**src/rtl/surface_gen_p_pkg.sv**
```systemverilog
// Shared types and constants for the parametrised surface generator.
// Holds the FSM state type, LFSR seed/taps and default reset patterns.
package surface_pkg;

   typedef enum logic [1:0] {
      IDLE   = 2'd0,
      GAP    = 2'd1,
      SETTLE = 2'd2
   } state_t;

   localparam logic [7:0] LFSR_SEED      = 8'hA5;
   // Fibonacci taps 8,6,5,4 expressed as bit positions 7,5,4,3
   localparam logic [7:0] LFSR_TAPS      = 8'b1011_1000;

   localparam logic       FLOOR_RST_FILL = 1'b1;
   localparam logic [5:0] CEIL_RST_DEF   = 6'b001100;

endpackage

```
**src/rtl/surface_gen_p_if.sv**
```systemverilog
// Scroll/transition request bus and surface outputs of the generator.
interface surface_gen_p_if #(
   parameter int W      = 6,
   parameter int DIFF_W = 4
);
   logic              MoveTick;
   logic              TransitionReq;
   logic [DIFF_W-1:0] TransitionDiff;
   logic [W-1:0]      Floor;
   logic [W-1:0]      Ceiling;
   logic              Side;
   logic              Busy;
   logic              Overrun;

   modport master (
      output MoveTick, TransitionReq, TransitionDiff,
      input  Floor, Ceiling, Side, Busy, Overrun
   );

   modport slave (
      input  MoveTick, TransitionReq, TransitionDiff,
      output Floor, Ceiling, Side, Busy, Overrun
   );
endinterface

```
**src/rtl/surface_gen_p_shift_reg.sv**
```systemverilog
// W-bit surface column shift register: serial in at bit 0, loadable reset value.
module surface_shift_reg #(
   parameter int           W       = 6,
   parameter logic [W-1:0] RST_VAL = '0
) (
   input  logic         Clk,
   input  logic         Rst,
   input  logic         en,
   input  logic         sin,
   output logic [W-1:0] q
);

   always_ff @(posedge Clk) begin
      if (!Rst)
         q <= RST_VAL;
      else if (en)
         q <= {q[W-2:0], sin};
   end

endmodule

```
**src/rtl/surface_gen_p.sv**
```systemverilog
// Floor/ceiling column generator with bridge insertion, one-deep request buffer and overrun flag.
// Optional free-running auto transitions are enabled by SURFACE_AUTO_TRANSITION_EN.
//
// state  | meaning
// IDLE   | scrolling the active side pattern, waiting for a request
// GAP    | inserting bridge columns (both surfaces solid)
// SETTLE | side already swapped; next tick inserts one new-side column
module surface_gen_p
   import surface_pkg::*;
#(
   parameter int           W         = 6,
   parameter int           DIFF_W    = 4,
   parameter logic [W-1:0] FLOOR_RST = {W{FLOOR_RST_FILL}},
   parameter logic [W-1:0] CEIL_RST  = W'(CEIL_RST_DEF)
) (
   input logic           Clk,
   input logic           Rst,
   surface_gen_p_if.slave bus
);

   state_t            state;
   logic              side, pending, busy, overrun;
   logic [DIFF_W-1:0] pend_diff, cur_diff, count;

   logic              auto_req;
   logic [DIFF_W-1:0] auto_diff;
   logic              idle_tick, start, req_buffer, bridge, fin, cin;
   logic              pending_n, active_n;
   logic [DIFF_W-1:0] start_diff;

   function automatic logic [DIFF_W-1:0] deff(input logic [DIFF_W-1:0] d);
      return (d == '0) ? DIFF_W'(1) : d;
   endfunction

`ifdef SURFACE_AUTO_TRANSITION_EN
   logic [7:0] lfsr;

   always_ff @(posedge Clk) begin
      if (!Rst)
         lfsr <= LFSR_SEED;
      else if (bus.MoveTick)
         lfsr <= {lfsr[6:0], ^(lfsr & LFSR_TAPS)};
   end

   assign auto_req  = (lfsr[2:0] == 3'd0);
   assign auto_diff = lfsr[3 +: DIFF_W];
`else
   assign auto_req  = 1'b0;
   assign auto_diff = '0;
`endif

   always_comb begin
      idle_tick  = (state == IDLE) && bus.MoveTick;
      start      = idle_tick && (pending || bus.TransitionReq || auto_req);
      req_buffer = bus.TransitionReq && !idle_tick;
      start_diff = pending ? pend_diff : (bus.TransitionReq ? bus.TransitionDiff : auto_diff);
      bridge     = (idle_tick && start) || (state == GAP);
      // In SETTLE the side has already flipped, so the plain side pattern is the new side
      fin        = bridge || !side;
      cin        = bridge || side;
      pending_n  = req_buffer ? 1'b1 : (start ? 1'b0 : pending);
      active_n   = (state != IDLE);
      if (bus.MoveTick) begin
         unique case (state)
            IDLE:    active_n = start;
            GAP:     active_n = 1'b1;
            SETTLE:  active_n = 1'b0;
            default: active_n = 1'b0;
         endcase
      end
   end

   always_ff @(posedge Clk) begin
      if (!Rst) begin
         state     <= IDLE;
         side      <= 1'b0;
         pending   <= 1'b0;
         pend_diff <= '0;
         cur_diff  <= '0;
         count     <= '0;
         busy      <= 1'b0;
         overrun   <= 1'b0;
      end else begin
         overrun <= 1'b0;
         if (req_buffer) begin
            if (pending)
               overrun <= 1'b1;
            else begin
               pending   <= 1'b1;
               pend_diff <= bus.TransitionDiff;
            end
         end else if (start) begin
            pending <= 1'b0;
         end

         if (bus.MoveTick) begin
            unique case (state)
               IDLE: begin
                  if (start) begin
                     count    <= DIFF_W'(1);
                     cur_diff <= start_diff;
                     if (deff(start_diff) == DIFF_W'(1)) begin
                        side  <= ~side;
                        state <= SETTLE;
                     end else begin
                        state <= GAP;
                     end
                  end
               end
               GAP: begin
                  count <= DIFF_W'(count + 1'b1);
                  if (DIFF_W'(count + 1'b1) == deff(cur_diff)) begin
                     side  <= ~side;
                     state <= SETTLE;
                  end
               end
               SETTLE:  state <= IDLE;
               default: state <= IDLE;
            endcase
         end

         busy <= active_n || pending_n;
      end
   end

   surface_shift_reg #(.W(W), .RST_VAL(FLOOR_RST)) u_floor (
      .Clk (Clk),
      .Rst (Rst),
      .en  (bus.MoveTick),
      .sin (fin),
      .q   (bus.Floor)
   );

   surface_shift_reg #(.W(W), .RST_VAL(CEIL_RST)) u_ceil (
      .Clk (Clk),
      .Rst (Rst),
      .en  (bus.MoveTick),
      .sin (cin),
      .q   (bus.Ceiling)
   );

   assign bus.Side    = side;
   assign bus.Busy    = busy;
   assign bus.Overrun = overrun;

endmodule

```
**src/flat_wrapper.sv**
```systemverilog
// flat-port wrapper written by rule: the top's interface ports become plain ports
module surface_gen_p_flat import surface_pkg::*;
#(
   parameter int           W         = 6,
   parameter int           DIFF_W    = 4,
   parameter logic [W-1:0] FLOOR_RST = {W{FLOOR_RST_FILL}},
   parameter logic [W-1:0] CEIL_RST  = W'(CEIL_RST_DEF)
)
  (Clk, Rst, bus_MoveTick, bus_TransitionReq, bus_TransitionDiff, bus_Floor, bus_Ceiling, bus_Side, bus_Busy, bus_Overrun);
  surface_gen_p_if #(.W(W), .DIFF_W(DIFF_W)) bus_i ();
  input logic Clk;
  input logic Rst;
  input wire logic [$bits(bus_i.MoveTick)-1:0] bus_MoveTick;
  input wire logic [$bits(bus_i.TransitionReq)-1:0] bus_TransitionReq;
  input wire logic [$bits(bus_i.TransitionDiff)-1:0] bus_TransitionDiff;
  output wire logic [$bits(bus_i.Floor)-1:0] bus_Floor;
  output wire logic [$bits(bus_i.Ceiling)-1:0] bus_Ceiling;
  output wire logic [$bits(bus_i.Side)-1:0] bus_Side;
  output wire logic [$bits(bus_i.Busy)-1:0] bus_Busy;
  output wire logic [$bits(bus_i.Overrun)-1:0] bus_Overrun;
  assign bus_i.MoveTick = bus_MoveTick;
  assign bus_i.TransitionReq = bus_TransitionReq;
  assign bus_i.TransitionDiff = bus_TransitionDiff;
  assign bus_Floor = bus_i.Floor;
  assign bus_Ceiling = bus_i.Ceiling;
  assign bus_Side = bus_i.Side;
  assign bus_Busy = bus_i.Busy;
  assign bus_Overrun = bus_i.Overrun;
  surface_gen_p #(.W(W), .DIFF_W(DIFF_W), .FLOOR_RST(FLOOR_RST), .CEIL_RST(CEIL_RST)) u_core (.Clk(Clk), .Rst(Rst), .bus(bus_i));
endmodule
```
**config.mk**
```make
export PLATFORM = sky130hd
export DESIGN_NAME = surface_gen_p_flat
export DESIGN_NICKNAME = d
export VERILOG_FILES = /design/src/rtl/surface_gen_p_pkg.sv /design/src/rtl/surface_gen_p_if.sv /design/src/rtl/surface_gen_p_shift_reg.sv /design/src/rtl/surface_gen_p.sv /design/src/flat_wrapper.sv
export SDC_FILE = /design/constraint.sdc
export NUM_CORES = 1
export LEC_CHECK = 0
export CAP_MARGIN = 20
export CORE_MARGIN = 1
export CORE_UTILIZATION = 47
export DETAILED_ROUTE_END_ITERATION = 12
export PLACE_DENSITY_LB_ADDON = 0.08
export SETUP_SLACK_MARGIN = 0.02
export SKIP_CTS_REPAIR_TIMING = 1
export SYNTH_ARGS = -nofsm -noshare
export SYNTH_HDL_FRONTEND = slang
export SYNTH_SLANG_ARGS = --single-unit
```
**constraint.sdc**
```tcl
create_clock -name Clk -period 1.6 [get_ports Clk]
set_input_delay 0.32 -clock Clk [delete_from_list [all_inputs] [get_ports Clk]]
set_output_delay 0.32 -clock Clk [all_outputs]
set_load 0.02 [all_outputs]
```
After elaboration in Yosys (flattened, before gate mapping)
Index checks and enable logic that the tools add are counted.
Word-level totals
  input port bits: 8
  output and inout port bits: 15
  bits in registers: 30
  logic and storage cells: 60
Cells by class
  add/subtract/negate cells: 1
  reductions and logical operators: 22
  mux-type cells: 19
  bitwise operators: 2
  equality and inequality tests: 6
Operator list (count)
  $mux 4: 5
  $reduce_and 3->1: 3
  $logic_not 4->1: 2
  $pmux 4 s2: 1
  $mux 1: 7
  $mux 2: 3
  $logic_or 1x1->1: 5
  $reduce_and 5->1: 1
  $add 4x1->4 const B: 1
  $eq 4x1->1 const B: 1
  $eq 4x4->1: 1
  $logic_and 1x1->1: 4
  $ne 2x2->1 const B: 2
  $pmux 1 s2: 2
  $pmux 2 s2: 1
  $reduce_and 2->1: 2
  $reduce_bool 2->1: 2
  $eq 2x1->1 const B: 1
  $logic_not 1->1: 2
  $logic_not 2->1: 1
  $ne 2x1->1 const B: 1
  $not 1->1: 2

Logic depth before layout (Yosys ltp)
  word-level depth: 8
  depth in mapped cells: 7
  gate-level depth less buffers: 6

Hierarchy
A second synthesis with hierarchy kept.
Unflattened totals
  cells, all modules: 147
  area total of the unflattened synthesis: 1385.1 um^2
By module, submodules not included
  surface_gen_p: area each 947.2 um^2, seq. area each 360.3 um^2, instances 1, cells each 109
  surface_shift_reg at u_core.u_ceil: area each 224.0 um^2, seq. area each 120.1 um^2, instances 1, cells each 19
  surface_shift_reg at u_core.u_floor: area each 214.0 um^2, seq. area each 120.1 um^2, instances 1, cells each 19

Worst setup path before layout
OpenSTA, ideal clock, no wires.
  path type: reg-to-reg
  from: register u_core.count[0]
  to: register u_core.side (netlist: u_core.bus.Side)
  required time: 1.459 ns
  path slack: -0.119 ns
  library setup time: 0.141 ns
  data arrival time: 1.577 ns
  stages on the path, launching flop included: 6
  cell sequence: dfxtp_1 > ha_1 > nor4_2 > o311ai_4 > a221oi_1 > o221ai_1
On the way
  word-level cells in the longest chain between the ends: 4
RTL lines
  from (decl): RTL line surface_gen_p.sv:23  | logic [DIFF_W-1:0] pend_diff, cur_diff, count;
  from (signal assigned): RTL line surface_gen_p.sv:111  | count <= DIFF_W'(count + 1'b1);
  $add 4x1->4: RTL line surface_gen_p.sv:112  | if (DIFF_W'(count + 1'b1) == deff(cur_diff)) begin
  $eq 4x4->1: RTL line surface_gen_p.sv:112
  $ne 2x2->1 (no line)
  $reduce_and 5->1 (no line)
  to (signal assigned): RTL line surface_gen_p.sv:103  | side <= ~side;
  to (signal assigned): RTL line surface_gen_p.sv:113  | side <= ~side;
  to (decl): RTL line surface_gen_p.sv:22  | logic side, pending, busy, overrun;
Every way passes these cells.
A chain may end at the register's enable or synchronous reset.

Worst setup path in the final report
  from: register u_core.count[0]
  to: register u_core.state[1]
On the way
  word-level cells in the longest chain between the ends: 4
RTL lines
  $add 4x1->4: RTL line surface_gen_p.sv:112
  $eq 4x4->1: RTL line surface_gen_p.sv:112
  $ne 2x2->1 (no line)
  $reduce_and 3->1 (no line)
  to (signal assigned): RTL line surface_gen_p.sv:114  | state <= SETTLE;
  to (signal assigned): RTL line surface_gen_p.sv:117  | SETTLE: state <= IDLE;
  to (signal assigned): RTL line surface_gen_p.sv:118  | default: state <= IDLE;
  to (decl): RTL line surface_gen_p.sv:21  | state_t state;
Every way passes these cells.

==> impl_metrics.prom <==
# TYPE chip_impl_metric gauge
chip_impl_metric{name="ff2ff_setup_slack",unit="ps"} -140
chip_impl_info{name="holdCritStartpoint",value="bus_MoveTick"} 1
chip_impl_metric{name="ys.warnings.count",unit=""} 0
chip_impl_metric{name="initial_core_util",unit="%"} 50.3
chip_impl_metric{name="placedCellCount",unit=""} 227
chip_impl_metric{name="grt_pass1_wl",unit="um"} 5520
chip_impl_metric{name="detailedRoute.firstIterationViolations",unit=""} 57
chip_impl_metric{name="async_reset_ff_share",unit="%"} 0
chip_impl_metric{name="tritoncts_buffers",unit=""} 5
chip_impl_metric{name="achievable-frequency",unit="MHz"} 576
chip_impl_metric{name="fin_area",unit="sq um"} 1960
chip_impl_info{name="synth_largest_area_cell",value="sky130_fd_sc_hd__dfxtp_1"} 1
chip_impl_metric{name="clk_transition_reported_paths",unit="ps"} 90
chip_impl_metric{name="synth.avg_cell_area",unit="sq um"} 8.97
chip_impl_metric{name="grt_start_max_net_pins",unit=""} 13
chip_impl_info{name="most_frequent_cells_in_the_layout",value="sky130_fd_sc_hd__buf_4 (28), sky130_fd_sc_hd__dfxtp_1 (27), sky130_fd_sc_hd__nor2_1 (23)"} 1
chip_impl_metric{name="synth_nets",unit=""} 165
chip_impl_metric{name="timing_max_transition_violations_final",unit=""} 0
chip_impl_metric{name="setup_violations",unit=""} 2
chip_impl_metric{name="area.growth.synth_to_final",unit="%"} 40.0
chip_impl_info{name="most_common_flop_cell_mapped_by_yosys",value="sky130_fd_sc_hd__dfxtp_1"} 1
chip_impl_metric{name="global_route_total_overflow",unit=""} 0
chip_impl_metric{name="core_area",unit="sq um"} 2780
chip_impl_info{name="reg2reg_from",value="u_core.count[0]$_SDFFE_PN0P_"} 1
chip_impl_info{name="synth_area_leaders",value="sky130_fd_sc_hd__dfxtp_1 (43%), sky130_fd_sc_hd__mux2i_1 (10%), sky130_fd_sc_hd__nor2_1 (6.4%), sky130_fd_sc_hd__nand2_1 (5.1%), sky130_fd_sc_hd__a21oi_1 (2.9%)"} 1
chip_impl_metric{name="grt.total_usage",unit="%"} 22.6
chip_impl_metric{name="ant_nets",unit=""} 0
chip_impl_metric{name="die_width",unit="um"} 56.6
chip_impl_info{name="worstSetupEndpointType",value="register"} 1
chip_impl_info{name="cts_root_buffer",value="sky130_fd_sc_hd__clkbuf_4"} 1
chip_impl_metric{name="maximum_capacitance_violations",unit=""} 0
chip_impl_metric{name="synth-xor-area-share",unit="%"} 3.67
chip_impl_metric{name="synth-seq-cells",unit=""} 30
chip_impl_metric{name="synth-adder-area-share",unit="%"} 0.894
chip_impl_info{name="tritoncts",value="done"} 1
chip_impl_metric{name="postLayoutSetupSlackWorst",unit="ps"} -137
chip_impl_metric{name="routed_via_density",unit=""} 5.55
chip_impl_metric{name="antenna_found_initial",unit=""} 0
chip_impl_metric{name="design.portCount",unit=""} 23
chip_impl_metric{name="yosys.area.top_type_share",unit="%"} 42.9
chip_impl_metric{name="synth_simple_gate_area_share",unit="%"} 20.9
chip_impl_metric{name="synth-edff-count",unit=""} 0
chip_impl_metric{name="synth_compound_area_share",unit="%"} 16.5
chip_impl_metric{name="post_route_skew",unit="ps"} 5.09
chip_impl_metric{name="synth.area.mux_share",unit="%"} 10.0
chip_impl_metric{name="cts.sink_count",unit=""} 30
chip_impl_metric{name="synth_sequential_area_ratio",unit="%"} 42.9
chip_impl_metric{name="fp-row-count",unit=""} 19
chip_impl_metric{name="fin_crit",unit="ps"} 1740
chip_impl_metric{name="largest_voltage_drop_on_the_vdd_net",unit="mV"} 0.834
chip_impl_metric{name="antenna_cells_inserted",unit=""} 0
chip_impl_info{name="violations_in_the_final_reports",value="negative setup slack"} 1
chip_impl_metric{name="critPathRequiredTime",unit="ps"} 1820
chip_impl_metric{name="post_drt_wl_per_cell",unit="um"} 14.0
chip_impl_info{name="rsz0062_at_grt",value="yes"} 1
chip_impl_metric{name="clock_tree.buffer_depth",unit=""} 2
chip_impl_metric{name="globalplace.congestion",unit=""} 0.843
chip_impl_metric{name="report.final.hold_viol_count",unit=""} 0
chip_impl_metric{name="route.detailed.drc",unit=""} 0
chip_impl_metric{name="dieArea",unit="sq um"} 3200
chip_impl_metric{name="finalCritPeriodShare",unit="%"} 109
chip_impl_metric{name="finalWirelength",unit="um"} 3300
chip_impl_metric{name="worst_skew_pair.late_latency",unit="ps"} 330
chip_impl_info{name="kind_of_start_point_of_the_critical_path",value="register"} 1
chip_impl_metric{name="dpl.hpwl",unit="um"} 2460
chip_impl_info{name="run_status",value="complete, but fails checks"} 1
chip_impl_metric{name="post_dp_cell_area",unit="sq um"} 1830
chip_impl_metric{name="critical_path_peak_fanout",unit=""} 4
chip_impl_info{name="final_common_cell",value="sky130_fd_sc_hd__buf_4"} 1
chip_impl_metric{name="power_per_cell_area",unit="nW/um^2"} 928
chip_impl_metric{name="leak_pwr",unit="uW"} 0.000935
chip_impl_metric{name="die_y",unit="um"} 56.6
chip_impl_metric{name="drive_gt1_share",unit="%"} 23.4
chip_impl_metric{name="synthCells",unit=""} 156
chip_impl_metric{name="vias",unit=""} 1309
chip_impl_metric{name="nets",unit=""} 213
chip_impl_metric{name="crit_arrival",unit="ps"} 1960
chip_impl_info{name="setup.worst_path.class",value="reg2reg"} 1
chip_impl_metric{name="synthesis.area",unit="sq um"} 1400
chip_impl_info{name="tightest_hold_check_type",value="in2reg"} 1
chip_impl_metric{name="port_buffers",unit=""} 22
chip_impl_metric{name="finalNonFillerCells",unit=""} 236
chip_impl_metric{name="worst_slew_margin_rel",unit="%"} 73.2
chip_impl_info{name="critPathLaunch",value="u_core.count[0]$_SDFFE_PN0P_"} 1
chip_impl_metric{name="grt_pass1_vias",unit=""} 1262
chip_impl_metric{name="synth_cell_type_count",unit=""} 42
chip_impl_info{name="synth_top_family_by_area",value="simple AND/OR/NAND/NOR gates"} 1
chip_impl_metric{name="worst_pin_slew",unit="ps"} 392
chip_impl_metric{name="drt_pre_antenna_iters",unit=""} 5
chip_impl_metric{name="htree_levels",unit=""} 2
## layer usage
layer | global-route usage, % | share of wire (%) | wire (um)
met1 | 29.8 | 44 | 1460
met3 | 6.91 | 5.2 | 172
met4 | 10.1 | 1.7 | 57
met2 | 33.6 | 49 | 1610
met5 | 0 | 0 | 0
## logic make-up (layout without fill, tap and decap cells)
logic type | after synthesis | count (layout)
compound gates | 32 | 32
xor+xnor | 5 | 5
buf+inv | 14 | 63
simple gates | 60 | 60
mux | 14 | 14
fa+ha+maj | 1 | 1
flops | 30 | 30
## cell type report
class,instances,area (sq um)
Clock inverter,1,5.00
Clock buffer,7,55.1
Inverter,5,18.8
Timing Repair Buffer,50,473
Sequential cell,30,607
Fill cell,234,823
Multi-Input combinational cell,112,761
Tap cell,31,38.8
## synth_stat cells, drive strengths merged, types with 2 or more instances
| library cell | instances |
|---|---|
| and3 | 2 |
| buf | 6 |
| nor2 | 25 |
| inv | 5 |
| nor3 | 3 |
| o211ai | 2 |
| a21oi | 8 |
| xor2 | 2 |
| xnor2 | 3 |
| nand3 | 2 |
| and3b | 2 |
| a211oi | 4 |
| nand2 | 19 |
| o21ai | 7 |
| a31oi | 2 |
| clkbuf | 3 |
| dfxtp | 30 |
| mux2i | 14 |
## registers in the layout, summed over array words and instances (netlist names)
register            count
u_core.pend_diff        4
u_core.bus.Overrun      1
u_core.state            2
u_core.u_floor.q        6
u_core.u_ceil.q         6
u_core.bus.Busy         1
u_core.count            4
u_core.pending          1
u_core.cur_diff         4
u_core.bus.Side         1
## where the power goes
| part | leakage (uW) | switching [uW] | internal (uW) |
|---|---|---|---|
| clock | 0.0000353 | 257 | 213 |
| combinational | 0.000652 | 243 | 242 |
| sequential | 0.000247 | 57.1 | 804 |
| total | 0.000935 | 557 | 1260 |
## through the flow
| step | TNS, ps | hold slack (ps) | setup WS [ps] | power, uW | util [%] |
|---|---|---|---|---|---|
| after floorplan | -32.6 | 461 | -32.6 | 1160 | - |
| after global placement | -3910 | 455 | -298 | 1340 | 65.9 |
| after detailed placement | -4620 | 471 | -384 | 1360 | 65.9 |
| after CTS | -837 | 493 | -157 | 1820 | 68.1 |
| after global routing | -364 | 374 | -171 | 1930 | 70.4 |
| final | -224 | 364 | -137 | 1820 | 70.4 |
## path summary, 6_finish.rpt
| kind | to | cells past startpoint |
|---|---|---|
| max | u_core.state[1]$_SDFFE_PN0P_ | 5 |
| min | u_core.u_ceil.q[0]$_SDFFE_PN0P_ | 3 |
| max reg2reg | u_core.state[1]$_SDFFE_PN0P_ | 5 |
| min reg2reg | u_core.u_floor.q[5]$_SDFFE_PN1P_ | 2 |
## worst max-delay path, cell delays in order (launching register included)
cell and delay [ps]:
sky130_fd_sc_hd__dfxtp_4 360, sky130_fd_sc_hd__ha_4 290, sky130_fd_sc_hd__and4bb_2 250, sky130_fd_sc_hd__o311ai_4 390
sky130_fd_sc_hd__nor2_2 50, sky130_fd_sc_hd__o311a_1 300
Note: power is estimated with default switching activity, not from simulation.
